$ cat config.mk
export PLATFORM = sky130hd
export DESIGN_NAME = latency_monitor_flat
export DESIGN_NICKNAME = d
export VERILOG_FILES = /design/src/rtl/latency_monitor_pkg.sv /design/src/rtl/latency_monitor_if.sv /design/src/rtl/latency_monitor_gray2bin.sv /design/src/rtl/latency_monitor.sv /design/src/flat_wrapper.sv
export SDC_FILE = /design/constraint.sdc
export NUM_CORES = 1
export LEC_CHECK = 0
export CAP_MARGIN = 20
export CORE_AREA = 2 2 158 160
export CTS_BUF_LIST = sky130_fd_sc_hd__clkbuf_2
export DETAILED_ROUTE_END_ITERATION = 10
export DIE_AREA = 0 0 160 162
export GPL_TIMING_DRIVEN = 0
export HOLD_SLACK_MARGIN = 0.1
export PLACE_DENSITY = 0.66
export SYNTH_ARGS = -nofsm -noshare
export SYNTH_HDL_FRONTEND = slang
export SYNTH_SLANG_ARGS = --single-unit
$ cat constraint.sdc
create_clock -name clk_global -period 3.3 [get_ports clk_global]
set_input_delay 0.66 -clock clk_global [delete_from_list [all_inputs] [get_ports clk_global]]
set_output_delay 0.66 -clock clk_global [all_outputs]
set_load 0.05 [all_outputs]
$ cat src/rtl/latency_monitor_pkg.sv
// Shared widths and FSM encoding for the per-core latency monitor.
package latency_monitor_pkg;

   localparam int DEF_TIME_WIDTH = 16;
   localparam int DEF_CNT_WIDTH  = 16;
   localparam int DEF_SUM_WIDTH  = 32;

   typedef enum logic [1:0] {
      IDLE = 2'd0,
      RUN  = 2'd1,
      DONE = 2'd2
   } state_t;

endpackage

$ cat src/rtl/latency_monitor_if.sv
// Receive-side handshake, timestamp and statistics bundle between a NI and its latency monitor.
interface latency_monitor_if
   import latency_monitor_pkg::*;
#(
   parameter int TIME_WIDTH = DEF_TIME_WIDTH,
   parameter int CNT_WIDTH  = DEF_CNT_WIDTH,
   parameter int SUM_WIDTH  = DEF_SUM_WIDTH
);

   logic                  enable_global;
   logic [TIME_WIDTH-1:0] counter_num;
   logic [CNT_WIDTH-1:0]  expect_pkts;
   logic                  rx_valid;
   logic [TIME_WIDTH-1:0] rx_timestamp;
   logic                  rx_ready;
   logic                  lat_valid;
   logic [TIME_WIDTH-1:0] lat_value;
   logic [CNT_WIDTH-1:0]  pkt_count;
   logic [SUM_WIDTH-1:0]  lat_sum;
   logic [TIME_WIDTH-1:0] lat_max;
   logic [TIME_WIDTH-1:0] lat_min;
   logic                  receive_finish_flag;

   modport master (
      output enable_global, counter_num, expect_pkts, rx_valid, rx_timestamp,
      input  rx_ready, lat_valid, lat_value, pkt_count, lat_sum, lat_max, lat_min,
             receive_finish_flag
   );

   modport slave (
      input  enable_global, counter_num, expect_pkts, rx_valid, rx_timestamp,
      output rx_ready, lat_valid, lat_value, pkt_count, lat_sum, lat_max, lat_min,
             receive_finish_flag
   );

endinterface

$ cat src/rtl/latency_monitor_gray2bin.sv
// Gray to binary decoder: each binary bit is the XOR of all Gray bits at or above it.
// Latency: combinational.
// Backpressure: none.
module latency_monitor_gray2bin #(
   parameter int WIDTH = 16
) (
   input  logic [WIDTH-1:0] gray,
   output logic [WIDTH-1:0] bin
);

   always_comb begin
      bin = '0;
      for (int i = 0; i < WIDTH; i++) begin
         bin[i] = ^(gray >> i);
      end
   end

endmodule

$ cat src/rtl/latency_monitor.sv
// Per-core latency monitor: decodes Gray timestamps, accumulates count/sum/min/max, raises finish flag.
// Latency: lat_valid two edges after accept; finish flag one edge after the last retirement.
// Backpressure: rx_ready drops when paused, outside RUN, or once all expected packets are accepted.
module latency_monitor
   import latency_monitor_pkg::*;
#(
   parameter int TIME_WIDTH = DEF_TIME_WIDTH,
   parameter int CNT_WIDTH  = DEF_CNT_WIDTH,
   parameter int SUM_WIDTH  = DEF_SUM_WIDTH
) (
   input logic             clk_global,
   input logic             rst,
   latency_monitor_if.slave mon
);

   state_t state, next_state;

   logic [CNT_WIDTH-1:0]  exp_q;
   logic [CNT_WIDTH-1:0]  acc_cnt;
   logic                  rx_ready_c;
   logic                  accept;
   logic                  retire_done;

   logic [TIME_WIDTH-1:0] now_bin, inj_bin;
   logic [TIME_WIDTH-1:0] now_q, inj_q, diff_q;
   logic                  s1_vld, s2_vld;

   logic                  lat_valid_q;
   logic [TIME_WIDTH-1:0] lat_value_q;
   logic [CNT_WIDTH-1:0]  pkt_count_q;
   logic [SUM_WIDTH-1:0]  lat_sum_q;
   logic [TIME_WIDTH-1:0] lat_max_q, lat_min_q;
   logic                  finish_q;
   logic [SUM_WIDTH:0]    sum_ext;

   latency_monitor_gray2bin #(.WIDTH(TIME_WIDTH)) u_now_dec (
      .gray (mon.counter_num),
      .bin  (now_bin)
   );

   latency_monitor_gray2bin #(.WIDTH(TIME_WIDTH)) u_inj_dec (
      .gray (mon.rx_timestamp),
      .bin  (inj_bin)
   );

   assign accept      = mon.rx_valid && rx_ready_c;
   assign retire_done = (pkt_count_q == exp_q) && !s1_vld && !s2_vld;

   always_ff @(posedge clk_global) begin
      if (rst) begin
         state <= IDLE;
      end else begin
         state <= next_state;
      end
   end

   always_comb begin
      next_state = state;
      case (state)
         IDLE: begin
            if (mon.enable_global) begin
               next_state = (mon.expect_pkts == '0) ? DONE : RUN;
            end
         end
         RUN: begin
            if (retire_done) begin
               next_state = DONE;
            end
         end
         DONE:    next_state = DONE;
         default: next_state = IDLE;
      endcase
   end

   always_comb begin
      rx_ready_c = (state == RUN) && mon.enable_global && (acc_cnt < exp_q);
   end

   always_ff @(posedge clk_global) begin
      if (rst) begin
         exp_q   <= '0;
         acc_cnt <= '0;
      end else begin
         if (state == IDLE && mon.enable_global) begin
            exp_q <= mon.expect_pkts;
         end
         if (accept) begin
            acc_cnt <= acc_cnt + CNT_WIDTH'(1);
         end
      end
   end

   // Modular subtract absorbs a single counter wrap between injection and now.
   always_ff @(posedge clk_global) begin
      if (rst) begin
         s1_vld <= 1'b0;
         s2_vld <= 1'b0;
         now_q  <= '0;
         inj_q  <= '0;
         diff_q <= '0;
      end else begin
         s1_vld <= accept;
         s2_vld <= s1_vld;
         if (accept) begin
            now_q <= now_bin;
            inj_q <= inj_bin;
         end
         if (s1_vld) begin
            diff_q <= now_q - inj_q;
         end
      end
   end

   assign sum_ext = {1'b0, lat_sum_q} + {{(SUM_WIDTH + 1 - TIME_WIDTH){1'b0}}, diff_q};

   always_ff @(posedge clk_global) begin
      if (rst) begin
         lat_valid_q <= 1'b0;
         lat_value_q <= '0;
         pkt_count_q <= '0;
         lat_sum_q   <= '0;
         lat_max_q   <= '0;
         lat_min_q   <= '1;
      end else begin
         lat_valid_q <= s2_vld;
         if (s2_vld) begin
            lat_value_q <= diff_q;
            pkt_count_q <= pkt_count_q + CNT_WIDTH'(1);
            lat_sum_q   <= sum_ext[SUM_WIDTH] ? '1 : sum_ext[SUM_WIDTH-1:0];
            if (diff_q > lat_max_q) lat_max_q <= diff_q;
            if (diff_q < lat_min_q) lat_min_q <= diff_q;
         end
      end
   end

   // Set alongside the RUN->DONE edge; the DONE term covers the zero-packet path one edge later.
   always_ff @(posedge clk_global) begin
      if (rst) begin
         finish_q <= 1'b0;
      end else begin
         finish_q <= finish_q || (state == DONE) || (state == RUN && retire_done);
      end
   end

   assign mon.rx_ready            = rx_ready_c;
   assign mon.lat_valid           = lat_valid_q;
   assign mon.lat_value           = lat_value_q;
   assign mon.pkt_count           = pkt_count_q;
   assign mon.lat_sum             = lat_sum_q;
   assign mon.lat_max             = lat_max_q;
   assign mon.lat_min             = lat_min_q;
   assign mon.receive_finish_flag = finish_q;

endmodule

$ cat src/flat_wrapper.sv
// flat-port wrapper written by rule: the top's interface ports become plain ports
module latency_monitor_flat import latency_monitor_pkg::*;
#(
   parameter int TIME_WIDTH = DEF_TIME_WIDTH,
   parameter int CNT_WIDTH  = DEF_CNT_WIDTH,
   parameter int SUM_WIDTH  = DEF_SUM_WIDTH
)
  (clk_global, rst, mon_enable_global, mon_counter_num, mon_expect_pkts, mon_rx_valid, mon_rx_timestamp, mon_rx_ready, mon_lat_valid, mon_lat_value, mon_pkt_count, mon_lat_sum, mon_lat_max, mon_lat_min, mon_receive_finish_flag);
  latency_monitor_if #(.TIME_WIDTH(TIME_WIDTH), .CNT_WIDTH(CNT_WIDTH), .SUM_WIDTH(SUM_WIDTH)) mon_i ();
  input logic clk_global;
  input logic rst;
  input wire logic [$bits(mon_i.enable_global)-1:0] mon_enable_global;
  input wire logic [$bits(mon_i.counter_num)-1:0] mon_counter_num;
  input wire logic [$bits(mon_i.expect_pkts)-1:0] mon_expect_pkts;
  input wire logic [$bits(mon_i.rx_valid)-1:0] mon_rx_valid;
  input wire logic [$bits(mon_i.rx_timestamp)-1:0] mon_rx_timestamp;
  output wire logic [$bits(mon_i.rx_ready)-1:0] mon_rx_ready;
  output wire logic [$bits(mon_i.lat_valid)-1:0] mon_lat_valid;
  output wire logic [$bits(mon_i.lat_value)-1:0] mon_lat_value;
  output wire logic [$bits(mon_i.pkt_count)-1:0] mon_pkt_count;
  output wire logic [$bits(mon_i.lat_sum)-1:0] mon_lat_sum;
  output wire logic [$bits(mon_i.lat_max)-1:0] mon_lat_max;
  output wire logic [$bits(mon_i.lat_min)-1:0] mon_lat_min;
  output wire logic [$bits(mon_i.receive_finish_flag)-1:0] mon_receive_finish_flag;
  assign mon_i.enable_global = mon_enable_global;
  assign mon_i.counter_num = mon_counter_num;
  assign mon_i.expect_pkts = mon_expect_pkts;
  assign mon_i.rx_valid = mon_rx_valid;
  assign mon_i.rx_timestamp = mon_rx_timestamp;
  assign mon_rx_ready = mon_i.rx_ready;
  assign mon_lat_valid = mon_i.lat_valid;
  assign mon_lat_value = mon_i.lat_value;
  assign mon_pkt_count = mon_i.pkt_count;
  assign mon_lat_sum = mon_i.lat_sum;
  assign mon_lat_max = mon_i.lat_max;
  assign mon_lat_min = mon_i.lat_min;
  assign mon_receive_finish_flag = mon_i.receive_finish_flag;
  latency_monitor #(.TIME_WIDTH(TIME_WIDTH), .CNT_WIDTH(CNT_WIDTH), .SUM_WIDTH(SUM_WIDTH)) u_core (.clk_global(clk_global), .rst(rst), .mon(mon_i));
endmodule
==> Word level (Yosys, flattened, before mapping) <==
Cells that the tools add are included.
{ "word_totals": {"regBits": 182, "in_bits": 52} }
{ "classes": {"add_sub_neg": 4, "magnitude_cmp": 3, "n_eq_ne": 5, "mux": 5, "reduce_logical": 48} }
{ "op_table": {"columns": ["cell", "n"], "rows": [
  ["$reduce_xor 16->1", 32],
  ["$add 32x16->33", 1],
  ["$add 16x1->16 const B", 2],
  ["$lt 16x16->1", 2],
  ["$mux 32", 1],
  ["$eq 16x16->1", 1],
  ["$gt 16x16->1", 1],
  ["$logic_not 16->1", 1],
  ["$sub 16x16->16", 1],
  ["$logic_and 1x1->1", 7],
  ["$mux 2", 3],
  ["$pmux 2 s3", 1],
  ["$reduce_and 2->1", 3],
  ["$eq 2x1->1 const B", 1],
  ["$eq 2x2->1 const B", 1],
  ["$logic_not 1->1", 2],
  ["$logic_not 2->1", 1],
  ["$logic_or 1x1->1", 2],
  ["$ne 2x1->1 const B", 1],
  ["$ne 2x2->1 const B", 1]
]} }

==> Longest topological paths before layout <==
{ "depth": {"depth_word": 5, "mapped_depth": 15, "depth_no_buf": 14} }

==> Modules after synthesis <==
Synthesis repeated with hierarchy kept, for this count alone.
{ "hier_totals": {"hier_cells": 1287, "hier_area_um2": 10820.4} }
{ "modules_own_cells": {"columns": ["mod", "n_inst", "cells_per_inst", "area_per_inst_um2", "seq_area_each_um2"], "rows": [
  ["latency_monitor", 1, 1221, 10097.2, 3643.5],
  ["latency_monitor_gray2bin", 2, 33, 361.6, 0.0]
]} }

==> Worst setup path after synthesis <==
OpenSTA, ideal clock, no wires.
{ "synth_path": {"path_type": "flip-flop to output port", "start": "reg u_core.exp_q[9]", "end": "out mon_rx_ready", "arrival_time_ps": 3337, "required_ps": 2640, "slack_ps": -697, "stages_incl_launch_ff": 11, "n_path_buf": 0, "path_cell_list": "dfxtp_1 inv_1 ha_1 a21oi_1 nor2b_1 o21ai_0 nand2b_1 or4_1 a21oi_1 nor3_1 nor4b_1"} }
{ "synth_via": {"elab_chain_len": 2} }
{ "synth_rtl": {"columns": ["element", "line", "rtl"], "rows": [
  ["from (decl)", "latency_monitor.sv:18", "logic [CNT_WIDTH-1:0] exp_q;"],
  ["from (signal assigned)", "latency_monitor.sv:85", "exp_q <= mon.expect_pkts;"],
  ["$lt 16x16->1", "latency_monitor.sv:76", "rx_ready_c = (state == RUN) && mon.enable_global && (acc_cnt < exp_q);"],
  ["$logic_and 1x1->1", "latency_monitor.sv:76", null],
  ["to (decl)", "flat_wrapper.sv:17", "output wire logic [$bits(mon_i.rx_ready)-1:0] mon_rx_ready;"]
]} }
No other way between the ends.

==> Final worst setup path <==
Ends and elaborated chain as after synthesis.

==> flow_metrics.tcl <==
set metrics [dict create \
    status "finished, violations left" \
    violations "negative setup slack" \
    max_cap_violations 0 \
    maxSlewHeadroom 0.454 \
    fin_nets 1479 \
    die_area_um2 25900 \
    synth_async_sr_flop_share 0 \
    ys_seq_area_frac 0.365 \
    hold_viol 0 \
    crit_path_max_fanout 2 \
    power_density_nw_per_um2 446 \
    yosysWarningCount 0 \
    ys_ff_latch 182 \
    grt_max_degree 17 \
    rows 57 \
    ctsLongestPathBuffers 2 \
    htreeDepth 4 \
    port_buffers 149 \
    ir_worst_vdd_mv 0.233 \
    r2r_slack_ps 170 \
    setup_viol 1 \
    start_util 0.414 \
    power.leakage_uw 0.00484 \
    cts-root-buf "clkbuf_2" \
    drc 0 \
    cts_buffers 17 \
    hold_buffers 0 \
    cts_tree "built" \
    routed_via_density 5.07 \
    place_ws_ps -762 \
    drt-total-wl_um 26000 \
    min_period_ps 3620 \
    finalClockSkew_ps 39.8 \
    grt_pass1_wl_um 42000 \
    path_clk_slew_ps 240 \
    worstPathArrival_ps 2960 \
    syn_inst 1164 \
    startpoint_type "register" \
    grt-ovfl-total 0 \
    path_cells "inv_2, ha_4, a21oi_2, nor2b_1, o21ai_1, nand2b_1, or4_4, a21oi_4, nor3_4, nor4b_2, buf_4" \
    rr_worst_depth 14 \
    setup_ws_ps -317 \
    place_congestion 0.878 \
    post_dp_cell_area_um2 11900 \
    coreArea_um2 24100 \
    worstHoldStart "rst" \
    ys.flop_type "dfxtp_1" \
    die_h_um 162 \
    whs_endpoint "u_core.s2_vld" \
    slowest_stage "or4_4" \
    avgSynthCellArea_um2 8.57 \
    ys_types 54 \
    grtUsageTotal 0.202 \
    r2r_end "u_core.mon.lat_sum[24]" \
    finalPower_uw 5490 \
    required_ps 2640 \
    wl_per_cell_um 15.5 \
    register_area_um2 3660 \
    pin_count 151 \
    drtIter0Drc 483 \
    multiInputGateArea_um2 5940 \
    grt_pass1_vias 8082 \
    synth_edf_count 0 \
    antenna_found_initial 1 \
    min_path_cells 2 \
    fin_crit_sh 1.10 \
    fp.dieW_um 160 \
    maxSlewViolCount 0 \
    vias 8524 \
    synth.cell_area_um2 9970 \
    syn_to_final_growth_pct 23.4 \
    num-fill-cells 2397 \
    stdcell_area_um2 12300 \
    drive_gt1_frac 0.0694 \
    synth_nets 1301 \
    hp-class "primary input to register" \
    first_pass_iters 7 \
    antenna_left 0 \
    cp-end-kind "output port" \
    cts.sinks 182 \
    clkLatencyLatePin_ps 780 \
    r2r_start "u_core.diff_q[0]" \
    worstSetupPathType "register to output port" \
    tightest_slew_ps 819 \
    post-dp-hpwl_um 20000 \
    rsz0062_at_grt "true" \
    fmax_mhz 276 \
    max_stage_delay_ps 440 \
]
## where the power goes
part           switching [uW]  internal, uW
Combinational            1080           875
Sequential                145          2340
Clock                     783           270
Total                    2010          3480
## flip-flops by register name, indices dropped and copies added, names as in the netlist
register                        flops
u_core.mon.lat_value               16
u_core.s1_vld                       1
u_core.diff_q                      16
u_core.mon.receive_finish_flag      1
u_core.acc_cnt                     16
u_core.mon.lat_sum                 32
u_core.mon.pkt_count               16
u_core.now_q                       16
u_core.inj_q                       16
u_core.mon.lat_min                 16
u_core.exp_q                       16
u_core.mon.lat_valid                1
u_core.mon.lat_max                 16
u_core.state                        2
u_core.s2_vld                       1
## critical path, delay by kind of cell (launching register included)
kind	cells	cell delay, ps
buffers and inverters	2	280
AOI/OAI and AO/OA	3	400
adders and majority gates	1	210
and+or+nand+nor	5	910
DFF	1	390
## what timing repair did
item / CTS / global route
endpoints found under the setup margin: 54 / 50
pin swaps: 4 / 3
buffers inserted: 9 / 2
gates resized for setup: 39 / 16
## through the flow
| stage | util | std cells | setup TNS (ps) | hold slack [ps] |
|---|---|---|---|---|
| 3_3_place_gp | 0.493 | 1637 | -14900 | 465 |
| 2_1_floorplan | - | 1164 | -4.78 | 454 |
| 3_5_place_dp | 0.493 | 1637 | -15110 | 467 |
| 6_report | 0.510 | 1680 | -317 | 431 |
| 4_1_cts | 0.508 | 1678 | -333 | 375 |
| 5_1_grt | 0.510 | 1680 | -572 | 369 |
## how the worst max path moves through the flow
stage                        startpoint              end  slack, ps  depth (start not counted)
detailed placement  mon_counter_num[15]  u_core.now_q[0]       -760                         12
CTS                     u_core.exp_q[1]     mon_rx_ready       -330                         10
finish                  u_core.exp_q[9]     mon_rx_ready       -320                         11
global placement    mon_counter_num[15]  u_core.now_q[0]       -720                         12
global route            u_core.exp_q[9]     mon_rx_ready       -570                         11
floorplan               u_core.exp_q[9]     mon_rx_ready         -5                         10
## metal layers
| metal | vias to the layer above | part of all wire | track usage |
|---|---|---|---|
| met3 | 29 | 0.046 | 0.0337 |
| met4 | 0 | 0.014 | 0.0479 |
| met1 | 3939 | 0.47 | 0.274 |
| met5 | - | 0 | 0 |
| li1 | 4353 | - | - |
| met2 | 203 | 0.47 | 0.337 |
## cell usage after synthesis (all sizes together), types with 2 or more instances
cell | n | area (um^2)
o21a | 4 | 30.0
nand3 | 54 | 270
o22ai | 2 | 12.5
nand3b | 2 | 15.0
o21bai | 9 | 67.6
ha | 83 | 1040
clkbuf | 44 | 165
nand4 | 24 | 150
nor2 | 160 | 601
and3 | 18 | 113
or3 | 3 | 18.8
o311ai | 2 | 17.5
and2 | 4 | 25.0
inv | 83 | 312
a21boi | 4 | 30.0
xor2 | 41 | 382
a31oi | 7 | 43.8
xnor2 | 67 | 654
mux2i | 59 | 591
o31ai | 2 | 15.0
o21ai | 40 | 200
nand2 | 72 | 270
a21oi | 69 | 345
fa | 2 | 40.0
nor3 | 17 | 85.1
a21o | 25 | 188
buf | 5 | 21.3
and4 | 2 | 17.5
nor2b | 9 | 56.3
a311oi | 3 | 26.3
dfxtp | 182 | 3640
a211oi | 32 | 240
nand2b | 7 | 43.8
nor4 | 10 | 62.6
## placed cells by master (no fill, tap or decap), types with 10 or more instances in the layout
master             n
a211oi_1          31
a21o_1            25
a21oi_1           63
and3_1            18
buf_4             13
clkbuf_1          36
clkbuf_2          24
clkdlybuf4s50_1  148
dfxtp_1          173
ha_1              80
inv_1             81
mux2i_1           59
nand2_1           72
nand3_1           54
nand4_1           24
nor2_1           159
nor3_1            16
nor4_1            10
o21ai_0           39
xnor2_1           58
xor2_1            38
## area by class of cell
class	instances	area share
multi-input combinational	850	0.483
sequential	182	0.298
timing repair buffer	160	0.128
tap	324	0.0330
inverter	83	0.0253
buffer	48	0.0160
clock inverter	13	0.00895
clock buffer	19	0.00773
antenna	1	0.000203
## kinds of logic after synthesis
group	share of synthesized area
flops	0.365
mux	0.0604
simple gates	0.178
fa+ha+maj	0.108
buf+inv	0.0499
xor+xnor	0.109
compound gates	0.129
(Power assumes the default switching activity.)
